File: src/rtl/lspc_timer.sv
//==============================================================================
// Module   : lspc_timer
// Brief    : LSPC pixel-rate 32-bit down-counter with reload modes and an
//            underflow interrupt pulse. Optional build macro
//            LSPC_TIMER_STOP_EN adds a stop flag that stalls ticks in the
//            PAL border.
// Revision : 1.0
//==============================================================================
`default_nettype none

module lspc_timer (
    input  logic        CLK,
    input  logic        RESET,
    input  logic        CLK_EN,
    input  logic        WR_MODE,
    input  logic        WR_TIMER_HIGH,
    input  logic        WR_TIMER_LOW,
`ifdef LSPC_TIMER_STOP_EN
    input  logic        WR_TIMER_STOP,
    input  logic        PAL_BORDER,
`endif
    input  logic [15:0] DATA,
    input  logic        VBL_START,
    output logic        TIMER_IRQ,
    output logic        TIMER_IRQ_EN,
    output logic [31:0] TIMER_CNT
);

    localparam logic [31:0] c_cnt_wrap = 32'hFFFF_FFFF;
    localparam logic [31:0] c_cnt_one  = 32'd1;

    typedef enum logic [0:0] {
        ST_IDLE = 1'b0,
        ST_RUN  = 1'b1
    } state_t;

    state_t      r_state;
    state_t      w_state_nxt;
    logic [3:0]  r_mode;
    logic [31:0] r_reload;
    logic [31:0] r_cnt;
    logic [31:0] w_cnt_nxt;
    logic        r_irq;
    logic        w_irq_nxt;

    logic        w_wr_reload;
    logic        w_vbl_reload;
    logic        w_stall;
    logic        w_tick;
    logic [31:0] w_wr_value;

    // A write-triggered reload must see the half being written this cycle.
    assign w_wr_value = {(WR_TIMER_HIGH ? DATA : r_reload[31:16]),
                         (WR_TIMER_LOW  ? DATA : r_reload[15:0])};

    assign w_wr_reload  = WR_TIMER_LOW & r_mode[1];
    assign w_vbl_reload = VBL_START & r_mode[2];

`ifdef LSPC_TIMER_STOP_EN
    logic r_stop;

    always_ff @(posedge CLK or posedge RESET) begin
        if (RESET) begin
            r_stop <= 1'b0;
        end else if (WR_TIMER_STOP) begin
            r_stop <= DATA[0];
        end
    end

    assign w_stall = r_stop & PAL_BORDER;
`else
    assign w_stall = 1'b0;
`endif

    assign w_tick = CLK_EN & ~w_stall & (r_state == ST_RUN);

    always_ff @(posedge CLK or posedge RESET) begin
        if (RESET) begin
            r_mode   <= 4'h0;
            r_reload <= 32'h0;
        end else begin
            if (WR_MODE) begin
                r_mode <= DATA[7:4];
            end
            if (WR_TIMER_HIGH) begin
                r_reload[31:16] <= DATA;
            end
            if (WR_TIMER_LOW) begin
                r_reload[15:0] <= DATA;
            end
        end
    end

    always_ff @(posedge CLK or posedge RESET) begin
        if (RESET) begin
            r_state <= ST_IDLE;
            r_cnt   <= 32'h0;
            r_irq   <= 1'b0;
        end else begin
            r_state <= w_state_nxt;
            r_cnt   <= w_cnt_nxt;
            r_irq   <= w_irq_nxt;
        end
    end

    // Write reload beats VBL reload beats the tick; a superseded tick is lost.
    always_comb begin
        w_state_nxt = r_state;
        w_cnt_nxt   = r_cnt;
        w_irq_nxt   = 1'b0;
        if (w_wr_reload) begin
            w_cnt_nxt   = w_wr_value;
            w_state_nxt = ST_RUN;
        end else if (w_vbl_reload) begin
            w_cnt_nxt   = r_reload;
            w_state_nxt = ST_RUN;
        end else if (w_tick) begin
            if (r_cnt == 32'h0) begin
                w_irq_nxt = 1'b1;
                w_cnt_nxt = r_mode[3] ? r_reload : c_cnt_wrap;
            end else begin
                w_cnt_nxt = r_cnt - c_cnt_one;
            end
        end
    end

    assign TIMER_IRQ    = r_irq;
    assign TIMER_IRQ_EN = r_mode[0];
    assign TIMER_CNT    = r_cnt;

endmodule

`default_nettype wire

File: config.mk
export PLATFORM = sky130hd
export DESIGN_NAME = lspc_timer
export DESIGN_NICKNAME = d
export VERILOG_FILES = /design/src/rtl/lspc_timer.sv
export SDC_FILE = /design/constraint.sdc
export NUM_CORES = 1
export LEC_CHECK = 0
export BUFFER_PORTS_ARGS = -buffer_cell sky130_fd_sc_hd__buf_2
export CAP_MARGIN = 10
export CORE_MARGIN = 2
export CORE_UTILIZATION = 60
export CTS_CLUSTER_DIAMETER = 40
export DETAILED_ROUTE_END_ITERATION = 10
export MAX_ROUTING_LAYER = met4
export PLACE_DENSITY = 0.88
export SYNTH_ARGS = -nofsm -noshare
export SYNTH_HDL_FRONTEND = slang
export SYNTH_SLANG_ARGS = --single-unit
File: constraint.sdc
create_clock -name CLK -period 5.05 [get_ports CLK]
set_input_delay 1.01 -clock CLK [delete_from_list [all_inputs] [get_ports CLK]]
set_output_delay 1.01 -clock CLK [all_outputs]
set_load 0.03 [all_outputs]
# Word level (Yosys, flattened, before mapping)
# Index checks and enable logic that the tools add are counted.
[word_totals]
input_bits = 23
regBits = 70
mem_bits_ro = 0
mem_count = 0
mem_bits_rw = 0
latch_bits = 0
[op_classes]
n_bitwise = 3
n_addsub = 1
shifts = 0
muxes = 13
n_reduce_logical = 3
n_eq_ne = 0
magnitude_cmp = 0
div = 0
n_mul = 0
[ops]
columns = ["cell", "n"]
rows = [
  ["$mux 32", 5],
  ["$logic_not 32->1", 1],
  ["$mux 16", 2],
  ["$sub 32x1->32 const B", 1],
  ["$mux 1", 6],
  ["$and 1x1->1", 3],
  ["$reduce_bool 3->1", 1],
  ["$reduce_bool 2->1", 1],
]

# Longest topological paths before layout
[logic_depth]
depth_word = 5
ltp_mapped = 10
mapped_depth_nobuf = 8

# Worst setup path before layout
# Ideal clock, no wire load.
[synth_path]
path_type = "input to register"
start = "input WR_TIMER_HIGH"
end = "register r_cnt[17], in the netlist TIMER_CNT[17]"
path_buffers = 2
path_slack_ns = 2.607
setup_ns = 0.137
arrival_ns = 2.306
cell_stages = 5
required_time_ns = 4.913
path_cell_list = "clkbuf_1 > clkbuf_1 > mux2_2 > a222oi_1 > o31ai_1"
[synth_between]
elab_chain_len = 2
[synth_lines]
columns = ["item", "line", "text"]
rows = [
  ["start, declared", "16", "input logic WR_TIMER_HIGH,"],
  ["$mux 16", "--", ""],
  ["named net w_wr_value[17]", "50", "logic [31:0] w_wr_value;"],
  ["$mux 32", "111", "if (w_wr_reload) begin"],
  ["end signal, assigned", "101", "r_cnt <= w_cnt_nxt;"],
  ["end, declared", "41", "logic [31:0] r_cnt;"],
]
# The timed path passes the listed nets, and every way through them passes these cells.
# A chain may end at the register's enable or synchronous reset.

# Final worst setup path
[layout_path]
start = "input WR_TIMER_LOW"
end = "register r_cnt[26], in the netlist TIMER_CNT[26]"
[layout_between]
elab_chain_len = 2
word_cells_on_any_way = 3
classes_between = "mux (1); bitwise (1); reduce/logical (1)"
[layout_lines]
columns = ["item", "line", "text"]
rows = [
  ["start, declared", "17", "input logic WR_TIMER_LOW,"],
  ["$and 1x1->1 (*)", "56", "assign w_wr_reload = WR_TIMER_LOW & r_mode[1];"],
  ["$reduce_bool 3->1 (no source line) or $mux 32 (tied branches)", "--", ""],
]
# Mark *: on every way between the ends. The rest lies on a longest branch, timed or not.

==> results.md <==
* Status: finished, final reports clean
* Worst setup EP type: register
* Worst slew margin at about 28%
* Syn Inst Count at 376
* Sink Count at 70
* Initial antenna violation count at 0
* # hold bufs at CTS at 0
* Syn-to-layout area delta at 12.4%
* CORE AREA at 6280 um^2
* Slowest CP cell: and2_1
* Setup ws final at 1.84 ns
* Final instance area at 4310 um^2
* CP startpoint kind: input port
* Drt wl/cell at 21.7 um
* Total gr overflow at 0
* CTS tree: done
* IO buf count at 56
* DRC at 0
* CP top delay family: simple AND/OR/NAND/NOR gates
* I/O Pins at 57
* Die area at between 7000 and 8000 um^2
* Minimum clock period at 3.21 ns
* Resize count post-CTS at 0
* Pre-CTS WS at 1.52 ns
* Total Power at around 1800 uW
* Detailed Routing Iterations Pass 1 at 5
* Highest-count cells in the layout ignoring fill and taps: 70 x dfrtp_1, 56 x buf_2, 40 x nand2_1
* Nets at 451
* CP required at 5.29 ns
* Clock-pin slew on the worst setup and hold paths at about 0.07 ns
* Vert. Die Dim at 84.0 um
* Clk buf depth at 2
* Synth warnings at 0
* Largest stage delay on the critical path at 0.76 ns
* Post-detailed-placement cell area at 4140 um^2
* Main synth FF type: dfrtp_1
* EDFF count, synth at 0
* Net Count, Synth at 401
* Setup TNS at 0 ns
* Routed vias at 3,498
* Critical path fanouts, max at 20
* Final Skew at about 0.011 ns
* Largest net degree at the start of global routing at 45
* Starting density of the core at around three fifths
* Area contributors post-synth: dfrtp_1 46%, mux2_2 10%, a22oi_1 4.3%
* Synth async-reset ratio at 100%
* Final Hold Fails at 0
* Cells along the critical path: buf_2 > a22oi_1 > and2_1 > nor2_1 > and3_1 > a2111oi_2
* Final setup vio count at 0
* Pins Over Slew Limit at 0
* Global Route Usage Sum at 34.4%
* Worst-Margin Slew at 1.07 ns
* Sequential element share of the synthesized area at 45.6%
* Synth unique cells at between 50 and 60
* Setup Buffers After CTS at 0
* Tcrit/Tclk final at between 60% and 70%
* Most common cell after layout, fill and taps aside: dfrtp_1
* Layout cell share with drive strength beyond 1 at between 20% and 30%
* CTS root buffer: clkbuf_8
* DRT antenna net count at 0
* Final WL at ~11,000 um
* Buffers & Inverters on Critical Path at 1
* Antenna cells at 0
* Drt first-iter violations at 460
* Width of the die at 84.0 um
* Seq cells post-synth at 70
* CTS Buf Count at 9
* First-pass GRT wire length at between 15,000 and 20,000 um
* Fillers at 495
* Highest Clock Rate at approximately 310 MHz
* Leakage at between 0.0015 and 0.002 uW
* Leading area contributor after synthesis: dfrtp_1
* Pwr dens at 426 nW/um^2
* Vias in the first global route at 3,516
* HPWL after DPL at 7700 um
* Post-Syn Area per Cell at 10.2 um^2
* Max-cap violation count at 0
* Post-synth top area share at 45.6%
* Max VDD drop at around 0.3 mV
* Mapped cell area at between 3000 and 4000 um^2
* WS Path Type: in2reg
* H-tree level count at 3
* Arr. time, crit path at approximately 3.5 ns
* GPL Wtd Cong at 0.975
* RSZ-0062 raised after global routing: no
* Num rows at 29
* Worst-Skew Late Latency at 0.36 ns
* Vias/cell at ~6.9
* HP Class: reg2reg
## worst paths after layout
path	startpoint	to	slack (ns)	cells past startpoint
max	WR_TIMER_LOW	TIMER_CNT[26]$_DFFE_PP0P_	1.84	6
min	r_state$_DFFE_PP0P_	r_state$_DFFE_PP0P_	0.47	1
max reg2reg	TIMER_CNT[0]$_DFFE_PP0P_	TIMER_CNT[24]$_DFFE_PP0P_	2.11	7
min reg2reg	r_state$_DFFE_PP0P_	r_state$_DFFE_PP0P_	0.47	1
max in group asynchronous	RESET	r_reload[8]$_DFF_PP0_	3.34	3
min in group asynchronous	RESET	r_reload[26]$_DFF_PP0_	0.69	2
## flip-flops by register name, summed over array words and instances (netlist names)
name       cells
r_state        1
TIMER_CNT     32
TIMER_IRQ      1
r_mode         4
r_reload      32
## power breakdown
part           internal (uW)  switching (uW)  total [uW]
registers                661             164         826
logic                    207             393         601
clock network            192             219         411
total                   1060             777        1840
## worst register-to-register path: stages, from the launching register on
cell,delay [ns]
dfrtp_1,0.43
inv_1,0.14
ha_1,0.23
nor3b_1,0.88
nand3_1,0.30
or4_1,0.52
o21ai_0,0.21
a32oi_1,0.10
## per-layer routing
layer / routed length, um / GRT usage (%) / part of all wire, % / vias up
met4: 313 / 14.8 / 2.8 / 0
met5: 0 / - / 0 / -
li1: - / - / - / 1543
met2: 5160 / 51.4 / 47 / 248
met3: 1040 / 7.62 / 9.5 / 30
met1: 4510 / 45.4 / 41 / 1677
## cell type report
class / instances / area, um^2 / area share (%)
tap: 77 / 96.3 / 2.23
timing repair buffer: 61 / 318 / 7.37
multi-input combinational: 279 / 1950 / 45.3
clock buffer: 11 / 141 / 3.28
inverter: 5 / 18.8 / 0.435
clock inverter: 5 / 35.0 / 0.812
sequential: 70 / 1750 / 40.6
## cells by family (layout without fill, tap and decap cells)
kind of cell,Yosys count,count (layout),synth area share (%)
compound gates,102,102,18.6
buf+inv,27,82,3.49
xor+xnor,16,16,3.65
fa+ha+maj,2,2,0.652
simple gates,124,124,17.7
flops,70,70,45.6
mux,35,35,10.2
## per-stage QoR
stage | utilization, % | cells | hold WS (ns)
finish | 68.7 | 508 | 0.474
global route | 68.7 | 508 | 0.507
CTS | 68.7 | 508 | 0.490
detailed placement | 65.9 | 492 | 0.471
global placement | 65.9 | 492 | 0.458
floorplan | - | 376 | 0.435
## cell usage after synthesis (5+ instances only)
library cell,n
nand3_1,11
o22ai_1,12
nand2_1,40
clkbuf_1,14
o21ai_0,21
or4_1,5
nor2_1,18
xor2_1,13
mux2_2,34
a31oi_1,5
and2_1,6
inv_1,5
a211oi_1,5
a21oi_1,9
nand4_1,5
o221ai_1,10
a22oi_1,22
dfrtp_1,70
nor4_1,5
nor3_1,10
Power figures use the tool's default switching activity.
